--- src/rtl/lpif_dstrm_credit_ctrl_if.sv ---
// Downstream beat handshake between the user logic and the LPIF credit controller.
// The user side (master) requests beats and returns credits; the controller (slave) grants beats.
interface lpif_dstrm_credit_ctrl_if;
  logic       dstrm_req;
  logic [1:0] credit_rtn;
  logic       dstrm_grant;

  modport master (
    output dstrm_req,
    output credit_rtn,
    input  dstrm_grant
  );

  modport slave (
    input  dstrm_req,
    input  credit_rtn,
    output dstrm_grant
  );
endinterface

--- src/rtl/lpif_dstrm_credit_ctrl.sv ---
// LPIF downstream credit controller: OFFLINE/LOAD/ACTIVE/DRAIN link FSM with a saturating credit pool.
// Optional feature macro LPIF_CREDIT_OVF_CHECK_EN adds a sticky credit-overflow check against the pool size.
module lpif_dstrm_credit_ctrl (
  input  logic                          clk_wr,
  input  logic                          rst_wr,
  input  logic                          tx_online,
  input  logic                          rx_online,
  input  logic [7:0]                    init_downstream_credit,
  input  logic [15:0]                   drain_timeout,
  lpif_dstrm_credit_ctrl_if.slave       dstrm,
  output logic [7:0]                    credit_count,
  output logic [1:0]                    link_state,
  output logic                          credit_ovf_err,
  output logic                          drain_tmo_err,
  output logic [31:0]                   debug_status
);

  typedef enum logic [1:0] {
    OFFLINE = 2'd0,
    LOAD    = 2'd1,
    ACTIVE  = 2'd2,
    DRAIN   = 2'd3
  } state_t;

  state_t      state;
  logic [15:0] timer;
  logic        grant;
  logic        rtn_ok;
  logic [1:0]  rtn_eff;
  logic [8:0]  sum9;
  logic [15:0] timer_nxt;
  logic        tmo_hit;

  function automatic logic [7:0] sat_u8(input logic [8:0] v);
    return v[8] ? 8'hFF : v[7:0];
  endfunction

  // Grant is combinational and is withheld on the cycle the link starts to leave ACTIVE.
  always_comb begin
    rtn_ok    = (state == ACTIVE) || (state == DRAIN);
    rtn_eff   = rtn_ok ? dstrm.credit_rtn : 2'd0;
    grant     = !rst_wr && (state == ACTIVE) && tx_online && rx_online &&
                dstrm.dstrm_req && (credit_count != 8'd0);
    sum9      = {1'b0, credit_count} + {7'd0, rtn_eff} - {8'd0, grant};
    timer_nxt = timer + 16'd1;
    tmo_hit   = (drain_timeout != 16'd0) && (timer_nxt == drain_timeout);
  end

  assign dstrm.dstrm_grant = grant;
  assign link_state        = state;

  always_ff @(posedge clk_wr) begin
    if (rst_wr) begin
      state         <= OFFLINE;
      credit_count  <= 8'd0;
      timer         <= 16'd0;
      drain_tmo_err <= 1'b0;
    end else begin
      case (state)
        OFFLINE: begin
          credit_count <= 8'd0;
          if (tx_online && rx_online) state <= LOAD;
        end
        LOAD: begin
          if (!rx_online) begin
            state        <= OFFLINE;
            credit_count <= 8'd0;
          end else begin
            state        <= ACTIVE;
            credit_count <= init_downstream_credit;
          end
        end
        ACTIVE: begin
          if (!rx_online) begin
            state        <= OFFLINE;
            credit_count <= 8'd0;
          end else begin
            credit_count <= sat_u8(sum9);
            if (!tx_online) begin
              state <= DRAIN;
              timer <= 16'd0;
            end
          end
        end
        DRAIN: begin
          // A full pool means every outstanding beat has been returned; that wins over a timeout.
          if (!rx_online || (credit_count == init_downstream_credit)) begin
            state        <= OFFLINE;
            credit_count <= 8'd0;
          end else if (tmo_hit) begin
            state         <= OFFLINE;
            credit_count  <= 8'd0;
            drain_tmo_err <= 1'b1;
          end else begin
            credit_count <= sat_u8(sum9);
            timer        <= timer_nxt;
          end
        end
        default: begin
          state        <= OFFLINE;
          credit_count <= 8'd0;
        end
      endcase
    end
  end

`ifdef LPIF_CREDIT_OVF_CHECK_EN
  logic ovf_err_q;

  always_ff @(posedge clk_wr) begin
    if (rst_wr) begin
      ovf_err_q <= 1'b0;
    end else if (rtn_ok && rx_online && (sum9 > {1'b0, init_downstream_credit})) begin
      ovf_err_q <= 1'b1;
    end
  end

  assign credit_ovf_err = ovf_err_q;
`else
  assign credit_ovf_err = 1'b0;
`endif

  assign debug_status = {link_state, credit_ovf_err, drain_tmo_err, 4'h0,
                         init_downstream_credit, 8'h00, credit_count};

endmodule

--- src/flat_wrapper.sv ---
// flat-port wrapper written by rule: the top's interface ports become plain ports
module lpif_dstrm_credit_ctrl_flat 
  (clk_wr, rst_wr, tx_online, rx_online, init_downstream_credit, drain_timeout, credit_count, link_state, credit_ovf_err, drain_tmo_err, debug_status, dstrm_dstrm_req, dstrm_credit_rtn, dstrm_dstrm_grant);
  lpif_dstrm_credit_ctrl_if dstrm_i ();
  input  logic clk_wr;
  input  logic rst_wr;
  input  logic tx_online;
  input  logic rx_online;
  input  logic [7:0] init_downstream_credit;
  input  logic [15:0] drain_timeout;
  output logic [7:0] credit_count;
  output logic [1:0] link_state;
  output logic credit_ovf_err;
  output logic drain_tmo_err;
  output logic [31:0] debug_status;
  input wire logic [$bits(dstrm_i.dstrm_req)-1:0] dstrm_dstrm_req;
  input wire logic [$bits(dstrm_i.credit_rtn)-1:0] dstrm_credit_rtn;
  output wire logic [$bits(dstrm_i.dstrm_grant)-1:0] dstrm_dstrm_grant;
  assign dstrm_i.dstrm_req = dstrm_dstrm_req;
  assign dstrm_i.credit_rtn = dstrm_credit_rtn;
  assign dstrm_dstrm_grant = dstrm_i.dstrm_grant;
  lpif_dstrm_credit_ctrl u_core (.clk_wr(clk_wr), .rst_wr(rst_wr), .tx_online(tx_online), .rx_online(rx_online), .init_downstream_credit(init_downstream_credit), .drain_timeout(drain_timeout), .dstrm(dstrm_i), .credit_count(credit_count), .link_state(link_state), .credit_ovf_err(credit_ovf_err), .drain_tmo_err(drain_tmo_err), .debug_status(debug_status));
endmodule
--- config.mk ---
export PLATFORM = sky130hd
export DESIGN_NAME = lpif_dstrm_credit_ctrl_flat
export DESIGN_NICKNAME = d
export VERILOG_FILES = /design/src/rtl/lpif_dstrm_credit_ctrl_if.sv /design/src/rtl/lpif_dstrm_credit_ctrl.sv /design/src/flat_wrapper.sv
export SDC_FILE = /design/constraint.sdc
export NUM_CORES = 1
export LEC_CHECK = 0
export ABC_AREA = 1
export CORE_UTILIZATION = 49
export DETAILED_ROUTE_END_ITERATION = 7
export PLACE_DENSITY = 0.88
export SETUP_SLACK_MARGIN = 0.15
export SYNTH_ARGS = -nofsm -noshare
export SYNTH_HDL_FRONTEND = slang
export SYNTH_SLANG_ARGS = --single-unit
--- constraint.sdc ---
create_clock -name clk_wr -period 4.9 [get_ports clk_wr]
set_input_delay 1.225 -clock clk_wr [delete_from_list [all_inputs] [get_ports clk_wr]]
set_output_delay 1.225 -clock clk_wr [all_outputs]
set_load 0.02 [all_outputs]
# ---- Yosys cells after proc, flatten, opt, wreduce, memory -nomap -nowiden
# Cells that the tools add are included.
dict set report word_totals {
  regBits 27
  output_inout_bits 45
  wordCells 57
}
dict set report op_classes {
  n_addsub 3
  n_eq_ne 12
  n_mux 19
  bitwise_logic 1
  reduce_logical 18
}
# op n
set ops {}
lappend ops {{two-way mux 16 bit} 4}
lappend ops {{two-way mux 8 bit} 5}
lappend ops {{case mux 16 bit (2 select lines)} 1}
lappend ops {{case mux 8 bit (4 select lines)} 1}
lappend ops {{adder 16 x 1 -> 16 bit, second input constant} 1}
lappend ops {{equality test 16 bit} 1}
lappend ops {{nonzero test 16 bit} 1}
lappend ops {{two-way mux 2 bit} 7}
lappend ops {{adder 8 x 2 -> 9 bit} 1}
lappend ops {{subtractor 9 x 1 -> 9 bit} 1}
lappend ops {{equality test 8 bit} 1}
lappend ops {{inequality test 2 bit, second input constant} 4}
lappend ops {{case mux 2 bit (4 select lines)} 1}
lappend ops {{nonzero test 8 bit} 1}
lappend ops {{logical AND 1 bit} 7}
lappend ops {{AND reduction 3 bit} 2}
lappend ops {{AND reduction 5 bit} 1}
lappend ops {{equality test 2 bit, second input constant} 2}
lappend ops {{inequality test 3 x 2 -> 1 bit, second input constant} 1}
lappend ops {{inequality test 3 bit, second input constant} 1}
lappend ops {{equality test 2 x 1 -> 1 bit, second input constant} 1}
lappend ops {{zero test 1 bit} 2}
lappend ops {{zero test 2 bit} 1}
lappend ops {{logical OR 1 bit} 2}
lappend ops {{3 further kinds} 3}

# ---- Longest topological paths before layout
dict set report logic_depth {
  word_depth 11
  depth_mapped 20
}

# ---- Least setup slack after synthesis
# OpenSTA, ideal clock, no wires.
dict set report synth_timing {
  path_type {in2reg}
  startpoint {input rst_wr}
  endpoint {register u_core.credit_count[2]}
  arrival_time_ns 4.016
  setup_slack_ns 0.759
  stages 18
  path_buffers 1
  path_cell_list {clkbuf_1 inv_1 nand4_1 a41oi_1 ha_1 inv_1 ha_1 inv_1 fa_1 nor2_1 o21ai_0 nand2_1 nand3_1 nand2_1 xor2_1 o21ai_0 nand2_1 a21oi_1}
}
dict set report synth_via {
  elab_chain_len 11
}
# item line_no
set synth_rtl {}
lappend synth_rtl {{from (decl)} flat_wrapper.sv:6} ;# input logic rst_wr;
lappend synth_rtl {{zero test 1 bit *} lpif_dstrm_credit_ctrl.sv:42} ;# grant = !rst_wr && (state == ACTIVE) && tx_online && rx_online &&
lappend synth_rtl {{logical AND 1 bit * (4 in a row)} lpif_dstrm_credit_ctrl.sv:42}
lappend synth_rtl {{logical AND 1 bit *} lpif_dstrm_credit_ctrl.sv:43} ;# dstrm.dstrm_req && (credit_count != 8'd0);
lappend synth_rtl {{net dstrm_dstrm_grant} flat_wrapper.sv:18} ;# output wire logic [$bits(dstrm_i.dstrm_grant)-1:0] dstrm_dstrm_grant;
lappend synth_rtl {{subtractor 9 x 1 -> 9 bit *} lpif_dstrm_credit_ctrl.sv:44} ;# sum9 = {1'b0, credit_count} + {7'd0, rtn_eff} - {8'd0, grant};
lappend synth_rtl {{two-way mux 8 bit *} lpif_dstrm_credit_ctrl.sv:35} ;# return v[8] ? 8'hFF : v[7:0];
lappend synth_rtl {{two-way mux 8 bit} lpif_dstrm_credit_ctrl.sv:90} ;# end else if (tmo_hit) begin
lappend synth_rtl {{two-way mux 8 bit} lpif_dstrm_credit_ctrl.sv:87} ;# if (!rx_online || (credit_count == init_downstream_credit)) begin
lappend synth_rtl {{case mux 8 bit (4 select lines) *} lpif_dstrm_credit_ctrl.sv:59} ;# case (state)
lappend synth_rtl {{to (signal assigned)} lpif_dstrm_credit_ctrl.sv:70} ;# credit_count <= init_downstream_credit;
lappend synth_rtl {{to (signal assigned)} lpif_dstrm_credit_ctrl.sv:78} ;# credit_count <= sat_u8(sum9);
lappend synth_rtl {{to (signal assigned)} lpif_dstrm_credit_ctrl.sv:95} ;# credit_count <= sat_u8(sum9);
lappend synth_rtl {{to (decl)} lpif_dstrm_credit_ctrl.sv:11} ;# output logic [7:0] credit_count,
# The timed path passes the listed nets; every way through them passes the cells marked *.
# A chain may end at the register's enable or synchronous reset.

# ---- Worst setup path after layout
dict set report layout_timing {
  startpoint {input rx_online}
  endpoint {register u_core.credit_count[2]}
}
dict set report layout_via {
  elab_chain_len 8
}
# item line_no
set layout_rtl {}
lappend layout_rtl {{from (decl)} flat_wrapper.sv:8} ;# input logic rx_online;
lappend layout_rtl {{logical AND 1 bit (2 in a row)} lpif_dstrm_credit_ctrl.sv:42}
lappend layout_rtl {{logical AND 1 bit} lpif_dstrm_credit_ctrl.sv:43}
lappend layout_rtl {{subtractor 9 x 1 -> 9 bit} lpif_dstrm_credit_ctrl.sv:44}
lappend layout_rtl {{two-way mux 8 bit} lpif_dstrm_credit_ctrl.sv:35}
lappend layout_rtl {{two-way mux 8 bit} lpif_dstrm_credit_ctrl.sv:90}
lappend layout_rtl {{two-way mux 8 bit} lpif_dstrm_credit_ctrl.sv:87}
lappend layout_rtl {{case mux 8 bit (4 select lines) *} lpif_dstrm_credit_ctrl.sv:59}
# Mark *: on every way between the ends. The rest lies on a longest branch, timed or not.

==> results.txt <==
----------------------------------------------------
[Logic synthesis]
  Number of distinct standard cells referenced by the synthesized netlist ... 36
  Dominant register cell in the synthesized netlist ... dfxtp_1
  Number of warning messages in the yosys log ... 0
  Synth async-reset ratio ... 0%
  Number of cells produced by synthesis ... 430
  Post-synth EDFFs ... 0
  Mean area per synthesized cell ... 6.32 sq um
  Mapped Area ... 2720 sq um
  Part of the Yosys area used for sequential elements ... 19.9%
  Flip-flop and latch count after synthesis ... 27

[Detailed routing]
  Count of routing violations after the opening detailed-route iteration ... 214
  WL per Instance ... 12.8 um
  Total via count in the routed design ... 2833
  Mean number of vias per cell ... 5.25
  DRC violations left ... 0
  Total Routed Length ... 6900 um
  Detailed Routing Iterations Pass 1 ... 5
  Remaining number of nets flagged by the antenna check after routing ... 0

[Hold path]
  Hold WC Path Type ... flop to flop

[Power]
  Pwr Density ... 237 nW/um^2
  VDD IR-drop max ... 238 uV
  Leakage power figure ... 1.38 nW
  Pwr Total ... 0.000765 W

[Setup path]
  Maximum fanout along the worst path ... 8
  Endpoint required time on the critical path ... 5.07 ns
  Cell with the largest stage delay on the worst path ... clkdlybuf4s50_1
  Delay of the slowest cell on the worst path ... 0.52 ns
  Startpoint type of the worst setup path ... input port
  Critical setup path kind ... input port to flop
  Cells traversed along the worst timing path ... clkdlybuf4s50_1 -> nand2_1 -> inv_1 -> nand4_1 -> a41oi_1 -> ha_1 -> inv_1 -> ha_1 -> inv_1 -> fa_1 -> nor2_1 -> o21ai_0 -> nand2_1 -> nand3_1 -> nand2_1 -> xor2_2 -> o21ai_0 -> nand2_1 -> a21oi_1
  Cell type group with the largest total delay on the critical path ... adder cells
  Total buffers and inverters traversed by the critical path ... 4
  Most common cell on crit path ... nand2_1
  Crit end category ... flop
  Worst EP arrival ... 4.55 ns

[CTS]
  TritonCTS sink count ... 27
  Reg clk slew, reported paths ... 0.10 ns
  Clk Latency, worst-skew pair ... 0.28 ns
  # hold bufs at CTS ... 0
  Level count of the clock H-tree ... 1
  CTS Root Buffer Type ... clkbuf_8
  Clock tree from TritonCTS ... built
  Cts bufs inserted ... 3
  Post-CTS Repair Setup Buffers ... 0
  Buffer levels on the longest clock path ... 2
  Post-CTS resize count ... 0

[Finish]
  Diodes inserted ... 0
  Most common cell after layout, fill and taps aside ... nand2_1
  Post-layout nets ... 517
  Layout fillers ... 480
  Proportion of layout cells with a drive suffix above 1 ... 4.47%
  Area taken by flip-flops and latches ... 541 sq um
  Layout overhead on the synthesized area ... 18.9%
  Commonest cells after routing, fill and taps aside ... nand2_1 (111), inv_1 (61), clkdlybuf4s50_1 (61)
  Multi-input gate area ... 1700 sq um
  Post-route non-filler standard cell count ... 540

[Global route]
  First-pass GRT wire length ... 11700 um
  Initial antenna violation count ... 0
  Overall routing resource usage ... 24.2%
  Pin count of the biggest net entering global routing ... 25
  Overflow left after global routing ... 0
  Vias in the first global route ... 2635

[Run status]
  Status ... finished clean

[Floorplan]
  Floorplan die width ... 76.5 um
  Vert. Die Dim ... 76.5 um
  Die Footprint ... 5850 sq um
  Effective utilization at floorplan ... 51.9%
  Std cell rows ... 26
  Total core area ... 5240 sq um
  Boundary pin count ... 76

[STA]
  Shortest clock period the worst path allows after layout ... 4.38 ns
  Worst clock skew ... 0.00536 ns
  Setup-violating endpoint count in the final report ... 0
  Final Hold Violating Endpoints ... 0
  FMAX ... 228 MHz
  Worst relative slew slack ... 51.5%
  Unrepaired setup endpoints after global routing ... false
  Post-route fraction of the period consumed by the critical path ... 89.4%
  Actual transition at the worst max-transition pin ... 0.725 ns
  Worst Hold Margin ... 0.506 ns
  Total Neg Setup Slack ... 0 ns
  Slew Viols, Final ... 0

[Placement]
  Detailed placement HPWL ... 5500 um
  Final GP Congestion ... 0.986
  Cell count after placement ... 536
  Count of buffers inserted at the top-level ports ... 61

[Job]
  Max-Cap Viols ... 0

----------------------------------------------------
[Yosys cell counts, types with 2 or more instances]
library cell	count	area, sq um
a21oi_1	28	140
a221oi_1	2	17.5
buf_4	33	248
clkbuf_1	4	15.0
dfxtp_1	27	541
ha_1	14	175
inv_1	61	229
nand2_1	111	417
nand2_2	3	18.8
nand3_1	44	220
nand3b_1	2	15.0
nand4_1	14	87.6
nor2_1	34	128
nor2_2	3	18.8
nor2_4	3	33.8
nor3_1	4	20.0
o21ai_0	11	55.1
o21ai_2	2	17.5
xnor2_1	3	26.3
xor2_1	11	96.3
[power breakdown]
group	switching, W	leakage (nW)	internal (W)
Sequential	0.0000165	0.218	0.000230
Combinational	0.000231	1.14	0.000157
Clock	0.0000741	0.0255	0.0000571
Total	0.000321	1.38	0.000444
[flip-flops by register name, summed over array words and instances (netlist names)]
name,count
u_core.timer,16
u_core.credit_count,8
u_core.link_state,2
u_core.drain_tmo_err,1
[worst reg2reg max path, cell delays in order (launching register included)]
cell,delay (ns)
dfxtp_1,0.47
inv_1,0.07
nor2_1,0.08
nand2_1,0.16
inv_1,0.14
nand4_1,0.08
a41oi_1,0.22
ha_1,0.28
inv_1,0.06
ha_1,0.17
inv_1,0.06
fa_1,0.38
nor2_1,0.14
o21ai_0,0.10
nand2_1,0.12
nand3_1,0.09
nand2_1,0.11
xor2_2,0.37
o21ai_0,0.17
nand2_1,0.09
a21oi_1,0.05
[area by class of cell]
type	count	share of cell area (%)
multi-input combinational	315	52.7
timing repair buffer	62	19.1
sequential	27	16.7
inverter	62	7.35
tap	70	2.71
clock buffer	3	1.28
clock inverter	1	0.155
[routing by layer]
layer / routed length, um / vias up / track usage (%)
met1: 2880 / 1274 / 31.5
met2: 3370 / 130 / 41.2
met4: 112 / 0 / 6.73
li1: - / 1415 / -
met3: 534 / 14 / 3.71
met5: 0 / - / 0
[final timing paths]
check / start / endpoint / slack [ns] / cells past startpoint
max: rx_online / u_core.credit_count[2]$_SDFF_PP0_ / 0.52 / 19
min: u_core.timer[15]$_SDFFE_PP0P_ / u_core.timer[15]$_SDFFE_PP0P_ / 0.51 / 2
min reg2reg: u_core.timer[15]$_SDFFE_PP0P_ / u_core.timer[15]$_SDFFE_PP0P_ / 0.51 / 2
max reg2reg: u_core.link_state[1]$_SDFFE_PP0P_ / u_core.credit_count[2]$_SDFF_PP0_ / 1.40 / 20
[per-stage QoR]
step                utilization (%)  setup slack [ns]  area (sq um)
finish                         61.7             0.521          3230
detailed placement             60.7            0.0895          3180
global placement               60.7             0.266          3180
CTS                            61.6             0.378          3230
global route                   61.7             0.260          3230
floorplan                         -             0.759          2770
[cells by family (layout without fill, tap and decap cells)]
family          count (synthesis)  count (layout)  synth area share [%]
xor+xnor                       16              16                  6.21
compound gates                 47              47                  9.53
buf+inv                       101             128                  19.6
fa+ha+maj                      15              15                  7.18
flops                          27              27                  19.9
other cells                     1              14                 0.138
simple gates                  223             223                  37.5
(Power assumes the default switching activity.)
